==> src/rtl/inst_fetch_if.sv <==
// Instruction port between the fetch unit (requester) and the memory controller.
interface inst_fetch_if;
  logic        mc_req;
  logic [31:0] mc_addr;
  logic        mc_done;
  logic [31:0] mc_data;

  modport master (
    output mc_req,
    output mc_addr,
    input  mc_done,
    input  mc_data
  );

  modport slave (
    input  mc_req,
    input  mc_addr,
    output mc_done,
    output mc_data
  );
endinterface

==> src/rtl/inst_fetch.sv <==
// Instruction fetch with a direct-mapped one-word-per-line cache, refilling misses through
// the memory controller and redirecting on jumps without cancelling in-flight refills.
module inst_fetch #(
  parameter int unsigned ICACHE_LINES = 32,
  parameter logic [31:0] RESET_PC     = 32'h0
) (
  input  logic                clk,
  input  logic                rst,
  input  logic                rdy,
  inst_fetch_if.master        mc,
  input  logic                stall,
  input  logic                jump_flg,
  input  logic [31:0]         jump_pc,
  output logic                out_valid,
  output logic [31:0]         out_inst,
  output logic [31:0]         out_pc
);
  localparam int unsigned IdxW = $clog2(ICACHE_LINES);
  localparam int unsigned TagW = 30 - IdxW;

  typedef enum logic [1:0] {StIdle, StWait, StDiscard} state_e;

  state_e      state_q, state_d;
  logic [31:0] pc_q, pc_d;
  logic        mc_req_q, mc_req_d;
  logic [31:0] mc_addr_q, mc_addr_d;
  logic        out_valid_q, out_valid_d;
  logic [31:0] out_inst_q, out_inst_d;
  logic [31:0] out_pc_q, out_pc_d;

  logic [ICACHE_LINES-1:0] valid_q;
  logic [TagW-1:0]         tag_q  [ICACHE_LINES];
  logic [31:0]             data_q [ICACHE_LINES];

  logic [IdxW-1:0] pc_idx, fill_idx;
  logic [TagW-1:0] pc_tag, fill_tag;
  logic            hit, fill_en;

  assign pc_idx   = pc_q[IdxW+1:2];
  assign pc_tag   = pc_q[31:IdxW+2];
  assign fill_idx = mc_addr_q[IdxW+1:2];
  assign fill_tag = mc_addr_q[31:IdxW+2];
  assign hit      = valid_q[pc_idx] && (tag_q[pc_idx] == pc_tag);

  always_comb begin
    state_d     = state_q;
    pc_d        = pc_q;
    mc_req_d    = mc_req_q;
    mc_addr_d   = mc_addr_q;
    out_valid_d = 1'b0;
    out_inst_d  = out_inst_q;
    out_pc_d    = out_pc_q;
    fill_en     = 1'b0;
    unique case (state_q)
      StIdle: begin
        if (jump_flg) begin
          pc_d = jump_pc;
        end else if (!stall) begin
          if (hit) begin
            out_valid_d = 1'b1;
            out_inst_d  = data_q[pc_idx];
            out_pc_d    = pc_q;
            pc_d        = pc_q + 32'd4;
          end else begin
            mc_req_d  = 1'b1;
            mc_addr_d = pc_q;
            state_d   = StWait;
          end
        end
      end
      StWait, StDiscard: begin
        // The refill is always written back, even after a redirect: the data is valid for
        // mc_addr regardless of where the PC now points.
        if (mc.mc_done) begin
          fill_en  = 1'b1;
          mc_req_d = 1'b0;
          state_d  = StIdle;
        end else if (jump_flg) begin
          state_d = StDiscard;
        end
        if (jump_flg) begin
          pc_d = jump_pc;
        end
      end
      default: state_d = StIdle;
    endcase
  end

  always_ff @(posedge clk) begin
    if (rst) begin
      state_q     <= StIdle;
      pc_q        <= RESET_PC;
      mc_req_q    <= 1'b0;
      mc_addr_q   <= 32'h0;
      out_valid_q <= 1'b0;
      out_inst_q  <= 32'h0;
      out_pc_q    <= 32'h0;
      valid_q     <= '0;
    end else if (rdy) begin
      state_q     <= state_d;
      pc_q        <= pc_d;
      mc_req_q    <= mc_req_d;
      mc_addr_q   <= mc_addr_d;
      out_valid_q <= out_valid_d;
      out_inst_q  <= out_inst_d;
      out_pc_q    <= out_pc_d;
      if (fill_en) begin
        valid_q[fill_idx] <= 1'b1;
      end
    end
  end

  // Tag/data storage needs no reset; a line is only read once its valid bit is set.
  always_ff @(posedge clk) begin
    if (!rst && rdy && fill_en) begin
      tag_q[fill_idx]  <= fill_tag;
      data_q[fill_idx] <= mc.mc_data;
    end
  end

  assign mc.mc_req  = mc_req_q;
  assign mc.mc_addr = mc_addr_q;
  assign out_valid  = out_valid_q;
  assign out_inst   = out_inst_q;
  assign out_pc     = out_pc_q;
endmodule

==> src/flat_wrapper.sv <==
// flat-port wrapper written by rule: the top's interface ports become plain ports
module inst_fetch_flat 
#(
  parameter int unsigned ICACHE_LINES = 32,
  parameter logic [31:0] RESET_PC     = 32'h0
)
  (clk, rst, rdy, stall, jump_flg, jump_pc, out_valid, out_inst, out_pc, mc_mc_req, mc_mc_addr, mc_mc_done, mc_mc_data);
  inst_fetch_if mc_i ();
  input  logic clk;
  input  logic rst;
  input  logic rdy;
  input  logic stall;
  input  logic jump_flg;
  input  logic [31:0] jump_pc;
  output logic out_valid;
  output logic [31:0] out_inst;
  output logic [31:0] out_pc;
  output wire logic [$bits(mc_i.mc_req)-1:0] mc_mc_req;
  output wire logic [$bits(mc_i.mc_addr)-1:0] mc_mc_addr;
  input wire logic [$bits(mc_i.mc_done)-1:0] mc_mc_done;
  input wire logic [$bits(mc_i.mc_data)-1:0] mc_mc_data;
  assign mc_mc_req = mc_i.mc_req;
  assign mc_mc_addr = mc_i.mc_addr;
  assign mc_i.mc_done = mc_mc_done;
  assign mc_i.mc_data = mc_mc_data;
  inst_fetch #(.ICACHE_LINES(ICACHE_LINES), .RESET_PC(RESET_PC)) u_core (.clk(clk), .rst(rst), .rdy(rdy), .mc(mc_i), .stall(stall), .jump_flg(jump_flg), .jump_pc(jump_pc), .out_valid(out_valid), .out_inst(out_inst), .out_pc(out_pc));
endmodule
==> config.mk <==
export PLATFORM = sky130hd
export DESIGN_NAME = inst_fetch_flat
export DESIGN_NICKNAME = d
export VERILOG_FILES = /design/src/rtl/inst_fetch_if.sv /design/src/rtl/inst_fetch.sv /design/src/flat_wrapper.sv
export SDC_FILE = /design/constraint.sdc
export NUM_CORES = 2
export LEC_CHECK = 0
export CORE_MARGIN = 2
export CORE_UTILIZATION = 50
export CTS_BUF_LIST = sky130_fd_sc_hd__clkbuf_16
export CTS_CLUSTER_DIAMETER = 150
export DETAILED_ROUTE_END_ITERATION = 12
export PLACE_DENSITY = 0.77
export SETUP_SLACK_MARGIN = 0.02
export SLEW_MARGIN = 20
export SYNTH_ARGS = -nofsm -noshare
export SYNTH_HDL_FRONTEND = slang
export SYNTH_SLANG_ARGS = --single-unit
==> constraint.sdc <==
create_clock -name clk -period 12.9 [get_ports clk]
set_input_delay 1.935 -clock clk [delete_from_list [all_inputs] [get_ports clk]]
set_output_delay 1.935 -clock clk [all_outputs]
set_load 0.01 [all_outputs]
==> metrics list <==
* ANT nets after route: 0
- Postcts setup bufs: 0
- The run finished with clean final reports.
* H-tree depth: 4
- Yosys mapped a number of flops with a built-in enable equal to 1824.
- Die span in y: 396.4 um
- Critical path buffer and inverter count: 4
- On the critical path, the stage with the largest delay is an instance of sky130_fd_sc_hd__nor4_1.
- Count of final hold-check violations: 0
- The root buffer cell chosen for the clock tree is sky130_fd_sc_hd__clkbuf_16.
- Total Nets Final: 4032
- The initial utilization of the core area, before any placement, comes to 0.5050.
- Worst slack at placement: 6.434 ns
- Overall track demand over capacity in global routing: 0.2603
- The startpoint identified for the worst hold timing path is u_core.valid_q[27]$_SDFFE_PP0P_.
- Of the post-synthesis cell area, the dominant cell type holds 0.7115.
* Worst reg2reg path endpoint: u_core.out_inst[5]$_SDFFE_PP0P_
- During I/O placement, the number of pins put on the boundary was 168.
* Yosys Warn Count: 0
- The initial antenna violation count came to 7.
- Power consumption: 13.20 mW
* Number of cells upsized or downsized after cts: 0
- # rows: 143
- In this run, post-CTS hold repair placed 0 buffers.
* Top fanout value on the critical path: 64
* Cell family contributing the most delay on the critical path: simple AND/OR/NAND/NOR gates
- The via count of the first global-routing pass came to 40030.
* Most frequent cell after synthesis: sky130_fd_sc_hd__edfxtp_1
- Pre-Repair DR Iteration Count: 7
* R2R Setup Slk: 6.59 ns
* Horizontal extent of the die: 396.4 um
* Total setup violations reported at the end of the flow: 0
* Largest net degree at the start of global routing: 144
- Yosys attributes the largest share of cell area to sky130_fd_sc_hd__edfxtp_1, sky130_fd_sc_hd__mux4_2, sky130_fd_sc_hd__dfxtp_1.
* Biggest area consumer among synthesized cells: sky130_fd_sc_hd__edfxtp_1
* Final instance area: 87190 um2
* Relative slew slack: 0.1783
- Async set or reset register ratio after synthesis: 0
* Source-to-sink clock delay at the later pin of the worst-skew pair: 0.84 ns
- Detailed placement ended at an HPWL of 109.7 mm.
- Of the available clock period, the critical path in the final layout requires 0.4891.
- Total placed instance area: 81050 um2
- Count of cell types in the netlist: 69
* Leakage: 25.86 nW
- After technology mapping, the gate count stands at 3731.
- Max cap viols: 0
- The worst hold path terminates at u_core.valid_q[27]$_SDFFE_PP0P_.
- WP data arrival: 7.06 ns
- Clock skew on the completed layout was measured at 0.03564 ns.
- Counting the buffers created by CTS gives 188.
- STA classifies the critical path endpoint as a register.
- Worst voltage drop across the vdd grid: 137.2 uV
- Relative to the synthesized area, the layout overhead comes to 13.27%.
- Setup TNS Final: 0 ns
* Library cell appearing most often on the critical path: sky130_fd_sc_hd__buf_4
- Critical Path Max Stage Delay: 1.03 ns
- Avg Inst Size Synth: 20.63 um2
- The critical path runs through a total of 13 cells.
- Input and output buffers added on the ports amount to 167.
- Along the worst hold path, the cell count comes to 1.
* Worst reg-to-reg path cell count: 13
* Final hold slack: 0.4523 ns
- Final critical-path required period: 6.310 ns
- Fraction of layout cells with a size suffix above 1: 0.2301
- Setup repair after global routing missed its margin: false
- No sink is reached through more buffers than the 3 on the longest clock path.
* Syn_nets: 3804
- Global-route wire length before repair: 290.8 mm
- The clock net in this run drives a total of 1993 sinks.
- The congestion estimate from routability-driven global placement came to 0.9086.
- Timing would allow up to 0.1585 GHz.
- Global routing finished with a remaining overflow of 0.
* Summed instance area of the synthesized netlist: 76980 um2
- The routed design has 206.2 mm of wire.
- For this design the ratio of total power to cell area is 151.4 nW/um2.
- The core region is 152400 um2.
* 1st-iter DRT viols: 6160
* Non-filler cells, final: 6155
- Most frequent cells after synthesis: sky130_fd_sc_hd__edfxtp_1, sky130_fd_sc_hd__mux4_2, sky130_fd_sc_hd__nand2_1
* Via count: 40430
- Max-slew violations: 0
* Min-delay worst type: reg2reg
* Full die area: 157100 um2
- STA classifies the critical path startpoint as a register.
- Setup slack on the critical path of the routed design comes to 6.590 ns.
* Slew at the pin closest to its max-slew limit: 1.221 ns
* Remaining design rule violation count: 0
- Critical path class: reg2reg
* Drt via density: 6.568
- Number of cells after detailed placement: 5798
- After clock tree synthesis, the clock-pin slew on the worst setup and hold paths is 0.06 ns.
- The most used flip-flop cell after synthesis is sky130_fd_sc_hd__edfxtp_1.
- CTS tree: done
* Routed wire per std cell: 33.50 um
- Cell-by-cell trace of the critical path: buf_4, buf_4, nand3b_1, o22ai_1, nor4_1, xor2_1, nor4_1, and3_1, and3_4, buf_4, buf_16, nand3_1, o21ai_0
- For this run, the share of the core covered by cells in the final layout is 0.5720.
- The synthesized design contains 1993 register bits.
- STA puts the critical path data required time at 13.65 ns.
* Sequential-to-total area share from yosys stat: 0.7555
## sequential cells by signal (all words and copies together) (netlist names), named ones only
register / flops
u_core.data_q: 1024
u_core.tag_q: 800
u_core.mc.mc_addr: 32
u_core.out_inst: 32
u_core.out_pc: 32
u_core.pc_q: 32
u_core.valid_q: 32
u_core.state_q: 2
u_core.mc.mc_req: 1
u_core.out_valid: 1
## cell type report
class | instances | area, um2
Sequential cell | 1993 | 58200
Clock inverter | 166 | 1371
Tap cell | 2030 | 2540
Antenna cell | 1 | 2.502
Multi-Input combinational cell | 1500 | 17820
Timing Repair Buffer | 261 | 2465
Clock buffer | 189 | 4730
Inverter | 15 | 63.81
Fill cell | 10700 | 65250
## worst max-delay path by stage
stage	startpoint	end	slack, ns
floorplan	rdy	u_core.data_q[12][0]$_DFFE_PP_	7.18
global placement	register	u_core.out_inst[28]$_SDFFE_PP0P_	6.60
detailed placement	register	u_core.out_inst[0]$_SDFFE_PP0P_	6.43
CTS	register	u_core.out_inst[28]$_SDFFE_PP0P_	6.39
global route	register	u_core.mc.mc_addr[27]$_SDFFE_PP0P_	6.38
finish	register	u_core.out_inst[5]$_SDFFE_PP0P_	6.59
## power breakdown
| part | switching, mW | total (mW) | internal (mW) |
|---|---|---|---|
| logic | 0.387 | 0.697 | 0.311 |
| registers | 0.0439 | 7.06 | 7.01 |
| clock network | 2.45 | 5.45 | 2.99 |
| total | 2.88 | 13.2 | 10.3 |
## cells in the final DEF, fill, tap and decap left out, types with 12 or more instances in the layout
cell,instances
sky130_fd_sc_hd__clkdlybuf4s50_1,166
sky130_fd_sc_hd__dfxtp_2,13
sky130_fd_sc_hd__dfxtp_1,149
sky130_fd_sc_hd__o22ai_1,30
sky130_fd_sc_hd__nand3b_1,12
sky130_fd_sc_hd__mux2_2,42
sky130_fd_sc_hd__a21o_1,33
sky130_fd_sc_hd__nor2_4,32
sky130_fd_sc_hd__clkinv_2,28
sky130_fd_sc_hd__nand4_1,13
sky130_fd_sc_hd__buf_4,87
sky130_fd_sc_hd__clkinv_1,56
sky130_fd_sc_hd__nor2b_1,13
sky130_fd_sc_hd__nor4_1,14
sky130_fd_sc_hd__edfxtp_1,1824
sky130_fd_sc_hd__nor2_1,44
sky130_fd_sc_hd__a22oi_1,49
sky130_fd_sc_hd__o211ai_1,25
sky130_fd_sc_hd__o21ai_0,59
sky130_fd_sc_hd__a21oi_1,43
sky130_fd_sc_hd__inv_1,60
sky130_fd_sc_hd__mux4_2,478
sky130_fd_sc_hd__xnor2_1,12
sky130_fd_sc_hd__clkbuf_16,189
sky130_fd_sc_hd__nand3_1,60
sky130_fd_sc_hd__o31ai_1,23
sky130_fd_sc_hd__bufinv_16,15
sky130_fd_sc_hd__nand2_1,198
sky130_fd_sc_hd__mux2i_1,175
## worst register-to-register path: cells and delay by family, from the launching register on
| family | cells | cell delay (ns) |
|---|---|---|
| simple gates | 6 | 3.00 |
| buf+inv | 4 | 2.15 |
| flops | 1 | 0.71 |
| compound gates | 2 | 0.22 |
| xor+xnor | 1 | 0.15 |
## layer usage
layer | share of wire | global-route usage | wire length, um | vias up
met5 | 0.00041 | 0 | 84 | -
met2 | 0.47 | 0.4056 | 97480 | 3118
met4 | 0.037 | 0.09159 | 7684 | 12
li1 | - | - | - | 15910
met1 | 0.36 | 0.3503 | 74000 | 20910
met3 | 0.13 | 0.07934 | 26960 | 484
## kinds of logic after synthesis
family,share of synthesized area
multiplexers,0.1687
buffers and inverters,0.01635
XOR/XNOR,0.002389
flip-flops,0.7555
adder cells (fa/ha/maj),0.0004877
AND/OR/NAND/NOR,0.02739
AO/OA/AOI/OAI,0.02918
(Power assumes the default switching activity.)
